<file path="src/rtl/pipe_ctrl.sv">
// pipe_ctrl -- hazard and sequencing controller for the 5-stage Y86 pipeline.
//
// Decides, every cycle, whether each pipeline register (if_id, id_ex, ex_mem)
// and the PC/fetch register holds (stall) or loads a nop (bubble). It handles:
// load/use interlock, jXX mispredict flush, the three-bubble ret wait,
// data-memory back-pressure and halt. It also counts fetch cycles lost to
// f_stall for performance monitoring.
//
// Ports
//   clk        in   clock, rising edge
//   rst        in   asynchronous reset, active low
//   d_icode    in   icode in decode
//   d_srcA     in   decode source register A
//   d_srcB     in   decode source register B
//   e_icode    in   icode in execute
//   e_dstM     in   execute-stage memory destination register
//   e_cnd      in   jXX condition evaluated in execute (1 = taken)
//   w_icode    in   icode in write-back
//   mem_busy   in   data memory not ready this cycle
//   f_stall    out  hold PC / fetch register
//   d_stall    out  hold if_id register
//   d_bubble   out  load nop into if_id
//   e_stall    out  hold id_ex register
//   e_bubble   out  load nop into id_ex
//   m_stall    out  hold ex_mem register
//   m_bubble   out  load nop into ex_mem (asserted only in reset)
//   halted     out  core stopped on halt
//   lost_cnt   out  saturating count of cycles with f_stall=1 since reset
//
// State table
//   state | meaning
//   RUN   | normal flow; hazards resolved combinationally
//   RET_E | ret has moved into execute; fetch held, decode bubbled
//   RET_M | ret is in memory; fetch held, decode bubbled one last time
//   HALT  | halt reached write-back; everything frozen until reset

module pipe_ctrl #(
   parameter int ICODE_W = 8,
   parameter int REG_W   = 8,
   parameter int CNT_W   = 16
) (
   input  logic               clk,
   input  logic               rst,
   input  logic [ICODE_W-1:0] d_icode,
   input  logic [REG_W-1:0]   d_srcA,
   input  logic [REG_W-1:0]   d_srcB,
   input  logic [ICODE_W-1:0] e_icode,
   input  logic [REG_W-1:0]   e_dstM,
   input  logic               e_cnd,
   input  logic [ICODE_W-1:0] w_icode,
   input  logic               mem_busy,
   output logic               f_stall,
   output logic               d_stall,
   output logic               d_bubble,
   output logic               e_stall,
   output logic               e_bubble,
   output logic               m_stall,
   output logic               m_bubble,
   output logic               halted,
   output logic [CNT_W-1:0]   lost_cnt
);

   localparam logic [ICODE_W-1:0] I_HALT   = ICODE_W'('h0);
   localparam logic [ICODE_W-1:0] I_MRMOVL = ICODE_W'('h5);
   localparam logic [ICODE_W-1:0] I_JXX    = ICODE_W'('h7);
   localparam logic [ICODE_W-1:0] I_RET    = ICODE_W'('h9);
   localparam logic [ICODE_W-1:0] I_POPL   = ICODE_W'('hB);
   localparam logic [REG_W-1:0]   RNONE    = REG_W'('hF);

   typedef enum logic [1:0] {
      RUN   = 2'd0,
      RET_E = 2'd1,
      RET_M = 2'd2,
      HALT  = 2'd3
   } state_t;

   state_t state, state_nxt;

   logic mispredict;
   logic load_use;
   logic ret_active;

   assign mispredict = (e_icode == I_JXX) && !e_cnd;
   assign load_use   = ((e_icode == I_MRMOVL) || (e_icode == I_POPL)) &&
                       (e_dstM != RNONE) &&
                       ((e_dstM == d_srcA) || (e_dstM == d_srcB));
   // A ret in decode only starts the wait from RUN; once in RET_E/RET_M the
   // sequence continues regardless of what decode now holds.
   assign ret_active = (state == RET_E) || (state == RET_M) ||
                       ((state == RUN) && (d_icode == I_RET));

   always_ff @(posedge clk or negedge rst) begin
      if (!rst) begin
         state <= RUN;
      end else begin
         state <= state_nxt;
      end
   end

   always_comb begin
      state_nxt = state;
      if (state == HALT) begin
         state_nxt = HALT;
      end else if (w_icode == I_HALT) begin
         state_nxt = HALT;
      end else if (mem_busy || mispredict || load_use) begin
         // Back-pressure freezes ret progress; a mispredict squashes a ret
         // sitting in decode, so neither advances the ret sequence.
         state_nxt = state;
      end else begin
         case (state)
            RUN:     state_nxt = (d_icode == I_RET) ? RET_E : RUN;
            RET_E:   state_nxt = RET_M;
            RET_M:   state_nxt = RUN;
            default: state_nxt = state;
         endcase
      end
   end

   // Outputs depend on rst directly so that asserting reset mid-cycle moves
   // the controls to their reset values without waiting for a clock.
   always_comb begin
      f_stall  = 1'b0;
      d_stall  = 1'b0;
      d_bubble = 1'b0;
      e_stall  = 1'b0;
      e_bubble = 1'b0;
      m_stall  = 1'b0;
      m_bubble = 1'b0;
      halted   = 1'b0;
      if (!rst) begin
         d_bubble = 1'b1;
         e_bubble = 1'b1;
         m_bubble = 1'b1;
      end else if (state == HALT) begin
         f_stall = 1'b1;
         d_stall = 1'b1;
         e_stall = 1'b1;
         m_stall = 1'b1;
         halted  = 1'b1;
      end else if (mem_busy) begin
         f_stall = 1'b1;
         d_stall = 1'b1;
         e_stall = 1'b1;
         m_stall = 1'b1;
      end else if (mispredict) begin
         d_bubble = 1'b1;
         e_bubble = 1'b1;
      end else if (load_use) begin
         f_stall  = 1'b1;
         d_stall  = 1'b1;
         e_bubble = 1'b1;
      end else if (ret_active) begin
         f_stall  = 1'b1;
         d_bubble = 1'b1;
      end
   end

   always_ff @(posedge clk or negedge rst) begin
      if (!rst) begin
         lost_cnt <= '0;
      end else if (f_stall && (lost_cnt != {CNT_W{1'b1}})) begin
         lost_cnt <= lost_cnt + 1'b1;
      end
   end

   // While ret is in execute or memory, execute cannot hold a jXX, so a
   // mispredict here means the upstream pipeline is broken.
   a_no_mispredict_in_ret : assert property (
      @(posedge clk) disable iff (!rst)
      !(((state == RET_E) || (state == RET_M)) && mispredict));

endmodule
</file>
<file path="config.mk">
export PLATFORM = sky130hd
export DESIGN_NAME = pipe_ctrl
export DESIGN_NICKNAME = d
export VERILOG_FILES = /design/src/rtl/pipe_ctrl.sv
export SDC_FILE = /design/constraint.sdc
export NUM_CORES = 1
export LEC_CHECK = 0
export CORE_UTILIZATION = 42
export DETAILED_ROUTE_END_ITERATION = 10
export GPL_TIMING_DRIVEN = 0
export PLACE_DENSITY = 0.87
export SYNTH_ARGS = -nofsm -noshare
export SYNTH_HDL_FRONTEND = slang
export SYNTH_SLANG_ARGS = --single-unit
</file>
<file path="constraint.sdc">
create_clock -name clk -period 3.6 [get_ports clk]
set_input_delay 1.08 -clock clk [delete_from_list [all_inputs] [get_ports clk]]
set_output_delay 1.08 -clock clk [all_outputs]
set_load 0.02 [all_outputs]
</file>
==> flow_summary.json, run 1 <==
{
  "outcome": "finished, violations left",
  "failed_checks": "negative setup slack",
  "worstSetupStartpointType": "input pin",
  "drive_above_1_share": 0.287,
  "worstHoldStart": "lost_cnt[14]",
  "ant_nets": 0,
  "synth_top_cell_area_share": 0.331,
  "cts_tree": "built",
  "worstPathMaxFanout": 4,
  "synth_commonest_cells": "18 x dfrtp_1, 16 x xnor2_1, 14 x xor2_1, 13 x nand2_1, 10 x nor2_1",
  "wl_mm": 4.34,
  "track_usage": 0.241,
  "grt_antenna_before_repair": 0,
  "p_int_mw": 0.475,
  "worstPathArrival_ns": 2.62,
  "setup_tns_ns": -0.188,
  "cp.depth": 9,
  "r2r-start": "lost_cnt[0]",
  "drc": 0,
  "min_period_over_period": 1.03,
  "finalHoldViolCount": 0,
  "grt_max_degree": 22,
  "cp_cell_sequence": "dlygate4sd2_1 -> xnor2_1 -> nand4_1 -> o22ai_4 -> buf_6 -> a21oi_2 -> nor2_1 -> nor2_1 -> buf_4",
  "layout.nets": 293,
  "die_area_um2": 3470,
  "syn_area_per_cell_um2": 9.65,
  "io_pins": 76,
  "fin_cells": 281,
  "drv_cap": 0,
  "cts.sinks": 18,
  "dr.pass1.iters": 4,
  "diodes": 0,
  "dp_cells": 260,
  "avgViaCountPerCell": 5.23,
  "reg2regPathDepth": 6,
  "cts_buffer_depth": 2,
  "synth.most_common_cell": "dfrtp_1",
  "critPathCaptureType": "primary output",
  "grt_pass1_vias": 1426,
  "critPathSlowestCell": "dlygate4sd2_1",
  "cts_buffers": 3,
  "synth-edff-count": 0,
  "required_ns": 2.52,
  "r2r_slack_ns": 1.33,
  "finClkSkew_ns": 0.00632,
  "hpwl_mm": 3.07,
  "hold_class": "register to register",
  "final_area_um2": 2390,
  "seqPwrFrac": 0.389,
  "fp.dieW_um": 58.9,
  "slew_headroom": 0.739,
  "worst_r2r_endpoint": "lost_cnt[1]",
  "rows": 20,
  "worstMarginPinSlew_ns": 0.388,
  "ctsHtreeMaxLevel": 1,
  "syn-num-nets": 196,
  "switching_share": 0.362,
  "synth_area_um2": 1360,
  "hold_ws_ns": 0.490,
  "synth-async-reset-ratio": 1.00,
  "finalCriticalPeriod_ns": 3.70,
  "io_buffers": 75,
  "grt-ovfl-total": 0,
  "combPwrFrac": 0.440,
  "routed-via-count": 1469,
  "min_to": "lost_cnt[14]",
  "start_util": 0.445,
  "synth_cells": 141,
  "slew_viol_final": 0,
  "synth-main-ff-cell": "dfrtp_1",
  "drt-initial-drc-count": 39,
  "root_buffer": "clkbuf_4",
  "grt_pass1_wl_mm": 6.44,
  "insertion_delay_ns": 0.30,
  "core_um2": 3050,
  "power.leakage_nw": 1.06,
  "design_power_total_mw": 0.745,
  "placed_area_um2": 2170,
  "min_path_cells": 1,
  "yosys.area.top_type": "dfrtp_1",
  "cts-hold-fix-buffers": 0,
  "synthToLayoutAreaGrowth_pct": 75.6,
  "routabilityCongestion": 0.934,
  "slowest_delay_ns": 0.28,
  "path_buf_inv": 3,
  "ys_top_cells_by_area": "dfrtp_1 33%, xnor2_1 10%, xor2_1 9.0%",
  "setup_viol": 3,
  "critPathTopFamily": "buffers and inverters",
  "worst_slack_ns": -0.0993,
  "wl_per_cell_um": 15.4,
  "ys_ff_latch": 18,
  "peakVddDrop_mv": 0.204,
  "clkTransAtPathRegs_ns": 0.10,
  "die_h_um": 58.9,
  "fmax_mhz": 270,
  "p_sw_mw": 0.270,
  "p_clk_frac": 0.171,
  "ys_warn_count": 0,
  "power_density_nw_per_um2": 312,
  "synth_cell_types": 42,
  "ys_seq_area_frac": 0.331,
  "cpMostUsedCell": "nor2_1",
  "crit_type": "input pin to primary output"
}
==> sequential cells by signal (all words and copies together) (netlist names) <==
register / cells
lost_cnt: 16
state: 2
==> area by class of cell <==
type                    instances  area, um^2
fillers                       201         664
well taps                      44        55.1
plain buffers                   2        18.8
multi-input cells             115         982
repair buffers                 92         823
inverters                       6        22.5
flip-flops and latches         18         450
clock buffers                   4        36.3
==> how the worst max path moves through the flow <==
stage	startpoint	endpoint	slack (ns)
after floorplan	e_icode[5]	e_bubble	0.01
after global placement	rst	f_stall	-1.32
after detailed placement	rst	f_stall	-1.42
after CTS	mem_busy	m_stall	0.005
after global routing	e_dstM[0]	d_bubble	-0.14
final	e_dstM[0]	d_bubble	-0.1
==> worst register-to-register path, cell delays in order (launching register included) <==
cell and delay, ns:
dfrtp_1 0.43, ha_1 0.22, nand4_1 0.17, nor4_1 0.42
nand3_1 0.35, and2_4 0.29, mux2_4 0.29
==> power groups by stage <==
stage               logic [mW]  clock network [mW]  registers, mW
finish                   0.328               0.127          0.290
global route             0.351               0.139          0.296
CTS                      0.318               0.129          0.289
detailed placement       0.318                   0          0.293
global placement         0.307                   0          0.288
floorplan                0.102                   0          0.329
==> routing by layer <==
layer	routed length, um	global-route usage	part of all wire
met1	1620	0.273	0.37
met2	2430	0.469	0.56
met3	168	0.0352	0.039
met4	125	0.0544	0.029
met5	0	0	0
==> cell usage in the layout (no fill, tap or decap), types with 3 or more instances in the layout <==
| cell type | netlist | layout |
|---|---|---|
| a21oi_2 | 0 | 3 |
| and3_1 | 3 | 3 |
| buf_4 | 1 | 19 |
| buf_6 | 1 | 5 |
| clkbuf_2 | 0 | 6 |
| clkbuf_4 | 0 | 3 |
| clkdlybuf4s15_1 | 0 | 3 |
| clkdlybuf4s50_1 | 0 | 33 |
| dfrtp_1 | 18 | 18 |
| dlygate4sd2_1 | 0 | 22 |
| dlymetal6s2s_1 | 0 | 4 |
| ha_1 | 3 | 3 |
| inv_1 | 5 | 5 |
| nand2_1 | 13 | 12 |
| nand3_1 | 5 | 5 |
| nand4_1 | 8 | 8 |
| nor2_1 | 10 | 10 |
| nor3_2 | 4 | 4 |
| nor4_1 | 4 | 3 |
| nor4_4 | 1 | 3 |
| o21ai_2 | 0 | 3 |
| xnor2_1 | 16 | 16 |
| xor2_1 | 14 | 14 |
==> per-stage QoR <==
stage / setup slack, ns / utilization
finish: -0.0993 / 0.782
global route: -0.143 / 0.782
CTS: 0.00507 / 0.750
detailed placement: -1.42 / 0.709
global placement: -1.32 / 0.709
floorplan: 0.0128 / -
==> what timing repair did <==
item / in CTS / in global routing
gates resized for setup: 83 / 30
setup buffers: 8 / 9
cloned: 0 / 0
hold endpoints to repair: 0 / 0
pin swaps: 30 / 20
setup endpoints to repair: 8 / 5
==> cells by family after synthesis <==
logic type | share of synthesized area
compound gates | 0.0957
buf+inv | 0.0304
simple gates | 0.303
fa+ha+maj | 0.0276
xor+xnor | 0.193
flops | 0.331
mux | 0.0193
Power figures use the tool's default switching activity.
==> run 2, diff against run 1 <==
--- a/config.mk
+++ b/config.mk
@@ -9,6 +9,7 @@
 export DETAILED_ROUTE_END_ITERATION = 10
 export GPL_TIMING_DRIVEN = 0
 export PLACE_DENSITY = 0.87
+export SLEW_MARGIN = 20
 export SYNTH_ARGS = -nofsm -noshare
 export SYNTH_HDL_FRONTEND = slang
 export SYNTH_SLANG_ARGS = --single-unit
==> results of run 2 <==
Same layout as run 1: the final DEF is identical, and so are final timing and power.
